$ cat config.mk
export PLATFORM = sky130hd
export DESIGN_NAME = writeback_stage
export DESIGN_NICKNAME = d
export VERILOG_FILES = /design/src/rtl/writeback_stage.sv
export SDC_FILE = /design/constraint.sdc
export NUM_CORES = 1
export LEC_CHECK = 0
export ABC_CLOCK_PERIOD_IN_PS = 4900
export CORE_UTILIZATION = 40
export DETAILED_ROUTE_END_ITERATION = 8
export PLACE_DENSITY = 0.68
export SYNTH_ARGS = -nofsm -noshare
export SYNTH_HDL_FRONTEND = slang
export SYNTH_SLANG_ARGS = --single-unit
$ cat constraint.sdc
create_clock -name clk -period 4.9 [get_ports clk]
set_clock_uncertainty 0.2 [all_clocks]
set_input_delay 0.735 -clock clk [delete_from_list [all_inputs] [get_ports clk]]
set_output_delay 0.735 -clock clk [all_outputs]
set_load 0.01 [all_outputs]
$ cat src/rtl/writeback_stage.sv
// Final pipeline stage: formats load data and drives the register-file write port one cycle after retirement.
// Stalls upstream (outReady=0) only while a load waits for its data-cache response.
module writeback_stage #(
   parameter int BUS_DATA_WIDTH = 64
) (
   input  logic                      clk,
   input  logic                      reset,
   input  logic                      inValid,
   output logic                      outReady,
   input  logic                      inRegWrite,
   input  logic                      inMemOrReg,
   input  logic [4:0]                inDestRegister,
   input  logic [BUS_DATA_WIDTH-1:0] inAluResult,
   input  logic [2:0]                inLoadType,
   input  logic [2:0]                inAddrLow,
   input  logic                      inMemDataValid,
   input  logic [BUS_DATA_WIDTH-1:0] inMemData,
   output logic                      outRegWrite,
   output logic [4:0]                outDestRegister,
   output logic [BUS_DATA_WIDTH-1:0] outRegData,
   output logic [31:0]               outRetireCount
);

   typedef enum logic {
      IDLE      = 1'b0,
      WAIT_LOAD = 1'b1
   } state_t;

   state_t                    state_q, state_d;
   logic [4:0]                pend_dest_q, pend_dest_d;
   logic                      pend_wr_q, pend_wr_d;
   logic [2:0]                pend_type_q, pend_type_d;
   logic [2:0]                pend_off_q, pend_off_d;
   logic                      reg_write_q, reg_write_d;
   logic [4:0]                dest_q, dest_d;
   logic [BUS_DATA_WIDTH-1:0] data_q, data_d;
   logic [31:0]               retire_count_q, retire_count_d;

   logic                      retire;
   logic                      ret_wr;
   logic [4:0]                ret_dest;
   logic [BUS_DATA_WIDTH-1:0] ret_data;

   // Narrow loads select their lane by shifting the doubleword down; low offset bits below the lane size are ignored.
   function automatic logic [BUS_DATA_WIDTH-1:0] format_load(
      input logic [2:0]                load_type,
      input logic [2:0]                off,
      input logic [BUS_DATA_WIDTH-1:0] data
   );
      logic [BUS_DATA_WIDTH-1:0] b_sh;
      logic [BUS_DATA_WIDTH-1:0] h_sh;
      logic [BUS_DATA_WIDTH-1:0] w_sh;
      b_sh = data >> {off, 3'b000};
      h_sh = data >> {off[2:1], 4'b0000};
      w_sh = data >> {off[2], 5'b00000};
      case (load_type)
         3'b001:  return {{56{b_sh[7]}},  b_sh[7:0]};
         3'b010:  return {{48{h_sh[15]}}, h_sh[15:0]};
         3'b011:  return {{32{w_sh[31]}}, w_sh[31:0]};
         3'b100:  return {56'd0, b_sh[7:0]};
         3'b101:  return {48'd0, h_sh[15:0]};
         3'b110:  return {32'd0, w_sh[31:0]};
         default: return data;
      endcase
   endfunction

   always_comb begin
      state_d        = state_q;
      pend_dest_d    = pend_dest_q;
      pend_wr_d      = pend_wr_q;
      pend_type_d    = pend_type_q;
      pend_off_d     = pend_off_q;
      reg_write_d    = 1'b0;
      dest_d         = dest_q;
      data_d         = data_q;
      retire_count_d = retire_count_q;
      retire         = 1'b0;
      ret_wr         = 1'b0;
      ret_dest       = 5'd0;
      ret_data       = '0;

      case (state_q)
         IDLE: begin
            if (inValid) begin
               if (!inMemOrReg) begin
                  retire   = 1'b1;
                  ret_wr   = inRegWrite;
                  ret_dest = inDestRegister;
                  ret_data = inAluResult;
               end else if (inMemDataValid) begin
                  retire   = 1'b1;
                  ret_wr   = inRegWrite;
                  ret_dest = inDestRegister;
                  ret_data = format_load(inLoadType, inAddrLow, inMemData);
               end else begin
                  pend_dest_d = inDestRegister;
                  pend_wr_d   = inRegWrite;
                  pend_type_d = inLoadType;
                  pend_off_d  = inAddrLow;
                  state_d     = WAIT_LOAD;
               end
            end
         end
         WAIT_LOAD: begin
            if (inMemDataValid) begin
               retire   = 1'b1;
               ret_wr   = pend_wr_q;
               ret_dest = pend_dest_q;
               ret_data = format_load(pend_type_q, pend_off_q, inMemData);
               state_d  = IDLE;
            end
         end
         default: state_d = IDLE;
      endcase

      // Suppressed x0 writes and non-writing instructions still count as retired.
      if (retire) begin
         reg_write_d    = ret_wr && (ret_dest != 5'd0);
         dest_d         = ret_dest;
         data_d         = ret_data;
         retire_count_d = retire_count_q + 32'd1;
      end
   end

   always_ff @(posedge clk or posedge reset) begin
      if (reset) begin
         state_q        <= IDLE;
         pend_dest_q    <= 5'd0;
         pend_wr_q      <= 1'b0;
         pend_type_q    <= 3'd0;
         pend_off_q     <= 3'd0;
         reg_write_q    <= 1'b0;
         dest_q         <= 5'd0;
         data_q         <= '0;
         retire_count_q <= 32'd0;
      end else begin
         state_q        <= state_d;
         pend_dest_q    <= pend_dest_d;
         pend_wr_q      <= pend_wr_d;
         pend_type_q    <= pend_type_d;
         pend_off_q     <= pend_off_d;
         reg_write_q    <= reg_write_d;
         dest_q         <= dest_d;
         data_q         <= data_d;
         retire_count_q <= retire_count_d;
      end
   end

   assign outReady        = (state_q == IDLE);
   assign outRegWrite     = reg_write_q;
   assign outDestRegister = dest_q;
   assign outRegData      = data_q;
   assign outRetireCount  = retire_count_q;

endmodule

==> summary.md, run 1 <==
| Metric | Value |
|---|---|
| Run status | `completed` |
| Vert. Die Dim | `153 µm` |
| Vias | `9409` |
| DP Worst Slack | `1.04 ns` |
| Rel. slew slack | `0.336` |
| Die area | `23500 µm²` |
| Largest net degree at the start of global routing | `64` |
| Slowest CP cell | `a21oi_4` |
| Final Critical Period | `3.48 ns` |
| Setup Buffers After CTS | `0` |
| Dpl hpwl | `25600 µm` |
| Via density | `6.40` |
| Least-Margin Pin Slew | `0.997 ns` |
| GP Congestion | `0.952` |
| CP endpoint kind | `flop` |
| Achievable clock frequency | `287 MHz` |
| Critical path buffer and inverter count | `2` |
| Final wirelength | `35800 µm` |
| ANT nets after route | `0` |
| Number of I/O port buffers | `247` |
| WP data required | `5.00 ns` |
| Gr usage total | `0.305` |
| Final hold slack | `0.274 ns` |
| CTS sink cnt | `115` |
| Top FF cell, synth | `dfrtp_1` |
| TritonCTS clock tree | `yes` |
| WL/cell | `24.4 µm` |
| Worst endpoint data arrival time | `3.58 ns` |
| Post-CTS Hold Buffers | `0` |
| Io pins | `248` |
| Die W | `153 µm` |
| Initial Utilization | `0.413` |
| RSZ-0062 raised after global routing | `false` |
| Setup TNS | `0 ns` |
| Crit start category | `input port` |
| HP Class | `flop to flop` |
| Clock Tree Buf Depth | `2` |
| Final Util | `0.560` |
| Total of warnings raised by yosys | `0` |
| CTS Buf Count | `17` |
| Core area | `22200 µm²` |
| Yosys top cell by area | `dfrtp_1` |
| Clk_lat worst skew | `0.43 ns` |
| Post-synthesis area per instance | `9.37 µm²` |
| Mapped Cells | `977` |
| Critical path type | `input port to flop` |
| Critical path fanouts, max | `28` |
| Top cells by area, synth | `dfrtp_1 31%, mux4_2 5.7%, mux2i_1 5.4%` |
| Row cnt | `54` |
| Synth top area share | `0.314` |
| Final setup fails | `0` |
| Delay-heaviest family, CP | `compound AO/OA/AOI/OAI gates` |
| #FFs+latches synth | `115` |
| Sequential area share after synthesis | `0.314` |
| Leak | `4.79 nW` |
| Layout cell share with drive strength beyond 1 | `0.161` |
| Synth-to-Final Area Change | `35.7%` |
| CTS root buf | `clkbuf_16` |
| Fin. max-slew vios | `0` |
| Tcrit/Tclk final | `0.711` |
| Post-synth EDFFs | `0` |
| Fin nets | `1322` |
| Total congestion overflow | `0` |
| First-pass GRT wire length | `54900 µm` |
| Maximum resistive drop on vdd | `0.000187 V` |
| Max Cap Violations | `0` |
| Final WS setup | `1.42 ns` |
| Iteration-0 DRC Markers | `893` |
| Number of global-route vias before repair | `9011` |
| H-tree levels | `4` |
| Leading cell type in the layout, fill and taps excluded | `clkdlybuf4s50_1` |
| Drt drc | `0` |
| Drt pass-1 iters | `5` |
| Most frequent cells in the layout | `246 x clkdlybuf4s50_1, 114 x dfrtp_1, 103 x nor2_1, 64 x a21oi_1, 63 x o21ai_0` |
| Antenna violations before repair | `0` |
| Async S/R FF share, synth | `1.00` |
| Clk slew on worst S/H paths | `0.06 ns` |
| CP peak stage delay | `0.54 ns` |
| Final hold violation count | `0` |
| Fill cells | `1989` |
| Crit-path cells | `clkdlybuf4s50_1 > buf_4 > mux2i_1 > a31oi_1 > a41o_1 > a21oi_4 > a221oi_1 > a221o_1` |
| Netlist cell types | `64` |
| Post_cts resized | `0` |
| Power Density | `355 nW/µm²` |
| Syn Nets | `1123` |
| Synthesized area | `9150 µm²` |
## registers in the layout (all words and copies together) (netlist names)
name             cells
outRegData          64
outRetireCount      32
outDestRegister      5
pend_dest_q          5
pend_off_q           3
pend_type_q          3
outRegWrite          1
pend_wr_q            1
state_q              1
## final cells by class
cell class	instances	area, µm²	share of cell area
repair buffers	268	2650	0.213
diodes	1	2.50	0.000202
multi-input cells	757	5860	0.472
clock inverters	12	154	0.0124
flip-flops and latches	115	2880	0.232
well taps	280	350	0.0282
inverters	17	66.3	0.00534
clock buffers	20	457	0.0368
## path summary, 6_finish.rpt
path                       depth (start not counted)            endpoint               start  slack (ns)
max                                                8      outRegData[27]        inAddrLow[1]        1.42
max reg2reg                                        4      outRegData[25]      pend_type_q[1]        1.57
min in group asynchronous                          2  outRetireCount[30]               reset        0.60
min reg2reg                                        1  outRetireCount[31]  outRetireCount[31]        0.27
max in group asynchronous                          3       outRegData[0]               reset        3.06
min                                                1  outRetireCount[31]  outRetireCount[31]        0.27
## stage by stage
step / total power, W / cell area [µm²] / std cells
2_1_floorplan: 0.00229 / 9150 / 977
3_3_place_gp: 0.00306 / 11800 / 1437
6_report: 0.00440 / 12400 / 1470
3_5_place_dp: 0.00307 / 11800 / 1437
4_1_cts: 0.00440 / 12400 / 1469
5_1_grt: 0.00461 / 12400 / 1469
## report_power, final
group / internal [W] / leakage, nW / total [W] / switching [W]
registers: 0.00113 / 1.44 / 0.00132 / 0.000196
logic: 0.000845 / 3.06 / 0.00176 / 0.000917
clock network: 0.000828 / 0.293 / 0.00132 / 0.000490
total: 0.00280 / 4.79 / 0.00440 / 0.00160
## logic make-up after synthesis
| kind of cell | count (synthesis) | synth area share |
|---|---|---|
| adders and majority gates | 4 | 0.00465 |
| DFF | 115 | 0.314 |
| and+or+nand+nor | 268 | 0.144 |
| AOI/OAI and AO/OA | 342 | 0.298 |
| xor gates and xnor gates | 34 | 0.0325 |
| muxes | 109 | 0.156 |
| buffers and inverters | 105 | 0.0503 |
## synthesized netlist by cell type, types with 23 or more instances
cell,count
a21oi_1,65
mux4_2,23
mux2i_1,49
nor2_1,105
xnor2_1,29
dfrtp_1,115
mux2_2,37
o221ai_2,29
nand2_1,46
clkbuf_1,55
o21ai_0,63
o211ai_2,30
o22ai_1,23
## per-layer routing
layer,track usage,routed length [µm],vias to the layer above
met1,0.419,15300,4568
met5,0,0,-
li1,-,-,4167
met2,0.452,15400,592
met3,0.0731,3840,82
met4,0.138,1330,0
## worst register-to-register path, delay by kind of cell (launching register included)
family	cells	cell delay [ns]
AOI/OAI and AO/OA	3	1.30
and+or+nand+nor	1	0.70
DFF	1	1.00
Note: power is estimated with default switching activity, not from simulation.
==> inputs of run 2 (changes only) <==
--- a/config.mk
+++ b/config.mk
@@ -5,10 +5,10 @@
 export SDC_FILE = /design/constraint.sdc
 export NUM_CORES = 1
 export LEC_CHECK = 0
-export ABC_CLOCK_PERIOD_IN_PS = 4900
+export ABC_CLOCK_PERIOD_IN_PS = 3000
 export CORE_UTILIZATION = 40
 export DETAILED_ROUTE_END_ITERATION = 8
-export PLACE_DENSITY = 0.68
+export PLACE_DENSITY = 0.71
 export SYNTH_ARGS = -nofsm -noshare
 export SYNTH_HDL_FRONTEND = slang
 export SYNTH_SLANG_ARGS = --single-unit
==> constraint.sdc (replaced) <==
create_clock -name clk -period 3 [get_ports clk]
set_clock_uncertainty 0.2 [all_clocks]
set_input_delay 0.45 -clock clk [delete_from_list [all_inputs] [get_ports clk]]
set_output_delay 0.45 -clock clk [all_outputs]
set_load 0.01 [all_outputs]
==> run 2 against run 1 <==
Compared with the run above: non-clock buffer count is 54 higher; power is 66% higher; worst setup slack worse by 0.98 ns; die area stayed put; utilization is 2.4 points higher; largest cell class unchanged.
==> summary.md, run 2 (synthesis gave the netlist of run 1 again) <==
| Metric | Value |
|---|---|
| Run status | `completed` |
| R2r setup slk | `0.47 ns (-1.10 ns)` |
| Rel. slew slack | `0.433 (+0.0975)` |
| Clk_lat worst skew | `0.42 ns (about the same)` |
| Crit start category | `input port` |
| Pwr Total | `0.00733 W (+66%)` |
| Final setup fails | `0 (unchanged)` |
| Final wirelength | `37000 µm (+3.2%)` |
| Total congestion overflow | `0 (unchanged)` |
| Clk slew on worst S/H paths | `0.06 ns (about the same)` |
| Final Critical Period | `2.56 ns` |
| Ant diodes | `0 (-1)` |
| CTS Buf Count | `17 (unchanged)` |
| Max Cap Violations | `0 (unchanged)` |
| Final hold violation count | `0 (unchanged)` |
| Vert. Die Dim | `153 µm (unchanged)` |
| CTS root buf | `clkbuf_16` |
| Achievable clock frequency | `391 MHz` |
| Die W | `153 µm (unchanged)` |
| Vias | `9802 (+4.2%)` |
| Maximum resistive drop on vdd | `0.000303 V (+62%)` |
| Critical path fanouts, max | `17 (-39%)` |
| Iteration-0 DRC Markers | `1113 (+25%)` |
| Setup Buffers After CTS | `0 (unchanged)` |
| Worst endpoint data arrival time | `2.65 ns (-0.93 ns)` |
| Core area | `22200 µm² (unchanged)` |
| ANT nets after route | `0 (unchanged)` |
| Fin nets | `1376 (+4.1%)` |
| RSZ-0062 raised after global routing | `false` |
| Leak | `5.10 nW (+6.3%)` |
| GP Congestion | `0.964 (+1.3%)` |
| Synth-to-Final Area Change | `41.5%` |
| Inst Count DP | `1491 (+3.8%)` |
| Die area | `23500 µm² (unchanged)` |
| CP endpoint kind | `flop` |
| HP Class | `input port to async pin` |
| CTS sink cnt | `115 (unchanged)` |
| Least-Margin Pin Slew | `0.844 ns (-0.153 ns)` |
| Most frequent cells in the layout | `246 x clkdlybuf4s50_1, 114 x dfrtp_1, 103 x nor2_1, 64 x a21oi_1, 63 x o21ai_0` |
| Fill cells | `1927 (-3.1%)` |
| Final non-filler cell total | `1523 (+3.6%)` |
| Via density | `6.44 (+0.55%)` |
| Io pins | `248 (unchanged)` |
| Critical path type | `input port to flop` |
| Leading cell type in the layout, fill and taps excluded | `clkdlybuf4s50_1` |
| H-tree levels | `4 (unchanged)` |
| Tcrit/Tclk final | `0.853` |
| TritonCTS clock tree | `yes` |
| Drt drc | `0 (unchanged)` |
| Layout cell share with drive strength beyond 1 | `0.197 (+0.0365)` |
| WP data required | `3.09 ns (-1.91 ns)` |
| Power Density | `565 nW/µm² (+59%)` |
| Largest net degree at the start of global routing | `72 (+13%)` |
| Gr usage total | `0.315 (+0.00936)` |
| Row cnt | `54 (unchanged)` |
| Number of global-route vias before repair | `9417 (+4.5%)` |
| Antenna violations before repair | `0 (unchanged)` |
| Register area | `2880 µm² (unchanged)` |
| Drt pass-1 iters | `7 (+2)` |
| Post-CTS Hold Buffers | `0 (unchanged)` |
| Initial Utilization | `0.413 (unchanged)` |
| Multi-input logic area | `5860 µm² (unchanged)` |
| Dpl hpwl | `27000 µm (+5.6%)` |
| Number of I/O port buffers | `247 (unchanged)` |
| Max FFs per register | `64 (unchanged)` |
| Post_cts resized | `0 (unchanged)` |
| WL/cell | `24.3 µm (-0.42%)` |
| Fin. max-slew vios | `0 (unchanged)` |
| First-pass GRT wire length | `56900 µm (+3.6%)` |
| Clock Tree Buf Depth | `2 (unchanged)` |
-- run 2: power by group --
| group | internal (W) | switching, W |
|---|---|---|
| Clock | 0.00132 | 0.000834 |
| Sequential | 0.00184 | 0.000310 |
| Combinational | 0.00148 | 0.00154 |
-- run 2: path summary, 6_finish.rpt --
path	from	end	cells after the start
hold reg to reg	outRetireCount[31]	outRetireCount[31]	1
max in group asynchronous	reset	outRegData[16]	3
min in group clk	outRetireCount[31]	outRetireCount[31]	1
setup / recovery	inAddrLow[1]	outRegData[34]	8
hold / removal	reset	outRetireCount[5]	2
setup reg to reg	pend_off_q[1]	outRegData[1]	6
-- run 2: per-layer routing --
| layer | routed length [µm] | part of all wire | global-route usage |
|---|---|---|---|
| met3 | 4150 | 0.11 | 0.0703 |
| met4 | 1470 | 0.040 | 0.136 |
| met1 | 14900 | 0.40 | 0.420 |
| met2 | 16500 | 0.45 | 0.488 |
| met5 | 0 | 0 | 0 |
-- run 2: cell type report --
type / instances / share of cell area
multi-input combinational: 757 / 0.452
timing repair buffer: 322 / 0.246
sequential: 115 / 0.222
clock buffer: 18 / 0.0331
tap: 280 / 0.0270
clock inverter: 14 / 0.0138
inverter: 17 / 0.00522
-- run 2: worst max-delay path: stages --
cell	delay [ns]
clkdlybuf4s50_1	0.51
mux4_2	0.50
nand2b_4	0.16
a41o_1	0.29
a211o_4	0.35
buf_12	0.18
o211ai_2	0.08
o221ai_2	0.12
-- run 2: metrics by stage --
step / cell area, µm² / TNS [ns] / hold slack (ns) / util / worst slack (ns)
global placement: 12300 / 0 / 0.260 / 0.557 / 0.0561
global route: 13000 / 0 / 0.247 / 0.585 / 0.311
CTS: 13000 / 0 / 0.234 / 0.585 / 0.451
detailed placement: 12300 / -0.00337 / 0.262 / 0.557 / -0.00337
finish: 13000 / 0 / 0.228 / 0.585 / 0.440
floorplan: 9160 / 0 / 0.274 / - / 0.641
==> inputs of run 3 (changes only) <==
--- a/config.mk
+++ b/config.mk
@@ -8,7 +8,9 @@
 export ABC_CLOCK_PERIOD_IN_PS = 3000
 export CORE_UTILIZATION = 40
 export DETAILED_ROUTE_END_ITERATION = 8
+export GPL_TIMING_DRIVEN = 0
 export PLACE_DENSITY = 0.71
+export REMOVE_ABC_BUFFERS = 1
 export SYNTH_ARGS = -nofsm -noshare
 export SYNTH_HDL_FRONTEND = slang
 export SYNTH_SLANG_ARGS = --single-unit
==> run 3 against run 2 <==
Compared with the run above: final area is 2.0% lower; worst hold slack worse by 0.047 ns; routed wire length is 2.0% lower; largest cell class unchanged; power is 3.0% lower; non-clock buffer count is 47 lower; clock power is 11% lower; largest power group unchanged; worst setup slack worse by 0.35 ns; combinational power hardly changed.
==> summary.md, run 3 (synthesis gave the netlist of run 1 again) <==
| Metric | Value |
|---|---|
| Fin nets | `1330 (-3.3%)` |
| Final hold violation count | `0 (unchanged)` |
| Run status | `completed` |
| Max FFs per register | `64 (unchanged)` |
| Dpl hpwl | `23900 µm (-11%)` |
| Most frequent cells in the layout | `243 x clkdlybuf4s50_1, 112 x dfrtp_1, 102 x nor2_1, 64 x a21oi_1, 62 x o21ai_0` |
| Via density | `6.49 (+0.85%)` |
| Critical path fanouts, max | `15 (-2)` |
| Layout cell share with drive strength beyond 1 | `0.181 (-0.0158)` |
| Multi-input logic area | `5930 µm² (+1.3%)` |
| Max Cap Violations | `0 (unchanged)` |
| Worst R2R End | `outRegData[3]` |
| Clk_lat worst skew | `0.42 ns (about the same)` |
| Least-Margin Pin Slew | `1.40 ns (+0.557 ns)` |
| First-pass GRT wire length | `55500 µm (-2.5%)` |
| CTS sink cnt | `115 (unchanged)` |
| Worst endpoint data arrival time | `3.05 ns (+0.40 ns)` |
| CTS root buf | `clkbuf_16` |
| Post-CTS Hold Buffers | `0 (unchanged)` |
| Gr usage total | `0.308 (-0.00640)` |
| CP endpoint kind | `flop` |
| Core area | `22200 µm² (unchanged)` |
| CTS Buf Count | `17 (unchanged)` |
| Post-layout instance area | `12700 µm² (-2.0%)` |
| Vias | `9606 (-2.0%)` |
| Leak | `4.89 nW (-4.0%)` |
| Fin. max-slew vios | `0 (unchanged)` |
| HP Class | `input port to async pin` |
| Final wirelength | `36200 µm (-2.0%)` |
| Drt drc | `0 (unchanged)` |
| Clk slew on worst S/H paths | `0.06 ns (about the same)` |
| Inst Count DP | `1433 (-3.9%)` |
| Crit start category | `flop` |
| Power Density | `560 nW/µm² (-1.0%)` |
| Fill cells | `1930 (+0.16%)` |
| Synth-to-Final Area Change | `38.7%` |
| Dpl cell area | `12000 µm² (-3.1%)` |
| Io pins | `248 (unchanged)` |
| Tcrit/Tclk final | `0.971 (+0.117)` |
| Final Critical Period | `2.91 ns (+0.352 ns)` |
| Number of I/O port buffers | `247 (unchanged)` |
| WL/cell | `24.5 µm (+0.80%)` |
| Iteration-0 DRC Markers | `1029 (-7.5%)` |
| Drt pass-1 iters | `6 (-1)` |
| R2R cell count | `5 (-1)` |
| ANT nets after route | `0 (unchanged)` |
| Die area | `23500 µm² (unchanged)` |
| H-tree levels | `4 (unchanged)` |
| Antenna violations before repair | `3 (+3)` |
| Crit-path cells | `xor2_1 > nor3b_1 > a222oi_1 > a21boi_0 > o211ai_1` |
| RSZ-0062 raised after global routing | `false` |
| Clock Tree Buf Depth | `2 (unchanged)` |
| Rel. slew slack | `0.0661 (-0.367)` |
| RR Startpoint | `pend_type_q[0]` |
| Die W | `153 µm (unchanged)` |
| Final hold slack | `0.181 ns (-0.0469 ns)` |
| Initial Utilization | `0.413 (unchanged)` |
| Register area | `2880 µm² (+0.17%)` |
| R2r setup slk | `0.09 ns (-0.38 ns)` |
| GP Congestion | `0.905 (-6.1%)` |
| Slowest CP cell | `nor3b_1` |
| Total congestion overflow | `0 (unchanged)` |
| Row cnt | `54 (unchanged)` |
| TritonCTS clock tree | `yes` |
| Number of global-route vias before repair | `9379 (-0.40%)` |
| WP data required | `3.14 ns (+0.05 ns)` |
| Maximum resistive drop on vdd | `0.000382 V (+26%)` |
| Achievable clock frequency | `343 MHz (-12%)` |
| Final setup fails | `0 (unchanged)` |
| Final non-filler cell total | `1480 (-2.8%)` |
| CP peak stage delay | `1.02 ns (+0.51 ns)` |
| Critical path type | `flop to flop` |
| Leading cell type in the layout, fill and taps excluded | `clkdlybuf4s50_1` |
| Vert. Die Dim | `153 µm (unchanged)` |
| Largest net degree at the start of global routing | `85 (+18%)` |
==> run 3: changes by cell type in the layout (fill, tap and decap cells not counted), moves of 4 or more <==
| cell | change |
|---|---|
| buf_12 | -6 |
| buf_16 | +7 |
| buf_4 | -49 |
| nor3_1 | -4 |
| nor3_2 | +4 |
==> run 3: worst max path at each step <==
stage                   start                  to  cells past startpoint
2_1_floorplan   pend_off_q[2]      outRegData[48]                      6
3_3_place_gp       inMemOrReg  outRetireCount[30]                      7
3_5_place_dp       inMemOrReg  outRetireCount[26]                      9
4_1_cts            inMemOrReg  outRetireCount[26]                      9
5_1_grt         pend_off_q[1]      outRegData[58]                      9
6_report       pend_type_q[0]       outRegData[3]                      5
==> run 3: timing repair <==
| item | CTS | global route |
|---|---|---|
| buffers inserted | 4 | 7 |
| setup endpoints to repair | 92 | 70 |
| pin swaps | 2 | 2 |
| gates cloned | 1 | 0 |
| gates resized for setup | 16 | 8 |
==> run 3: final cells by class <==
cell class | count | area share
clock inverter | 15 | 0.00887
timing repair buffer | 275 | 0.230
multi-input combinational | 758 | 0.467
clock buffer | 17 | 0.0335
inverter | 17 | 0.00542
antenna | 3 | 0.000591
tap | 280 | 0.0276
sequential | 115 | 0.227
==> run 3: per-layer routing <==
layer / vias up / routed length, µm / track usage
li1: 4186 / - / -
met1: 4684 / 14600 / 0.397
met2: 632 / 16400 / 0.478
met3: 102 / 3980 / 0.0876
met4: 2 / 1200 / 0.140
met5: - / 12 / 0
==> run 3: worst max-delay path: cells and delay by family (launching register included) <==
family / cells / cell delay, ns
AO/OA/AOI/OAI: 3 / 0.60
XOR/XNOR: 1 / 0.35
flip-flops: 1 / 0.66
AND/OR/NAND/NOR: 1 / 1.02
==> run 3: through the flow <==
step / TNS, ns / total power, W / utilization / worst slack, ns
2_1_floorplan: -200.18 / 0.00364 / - / -1.87
3_3_place_gp: -756.96 / 0.00499 / 0.522 / -5.75
3_5_place_dp: -71.97 / 0.00509 / 0.540 / -1.09
4_1_cts: 0 / 0.00705 / 0.568 / 0.0413
5_1_grt: 0 / 0.00740 / 0.573 / 0.00124
6_report: 0 / 0.00711 / 0.573 / 0.0879
==> run 3: power by group <==
part           leakage [nW]  internal, W  switching [W]
registers              1.44      0.00184       0.000322
logic                  3.20      0.00146        0.00157
clock network         0.253      0.00106       0.000854
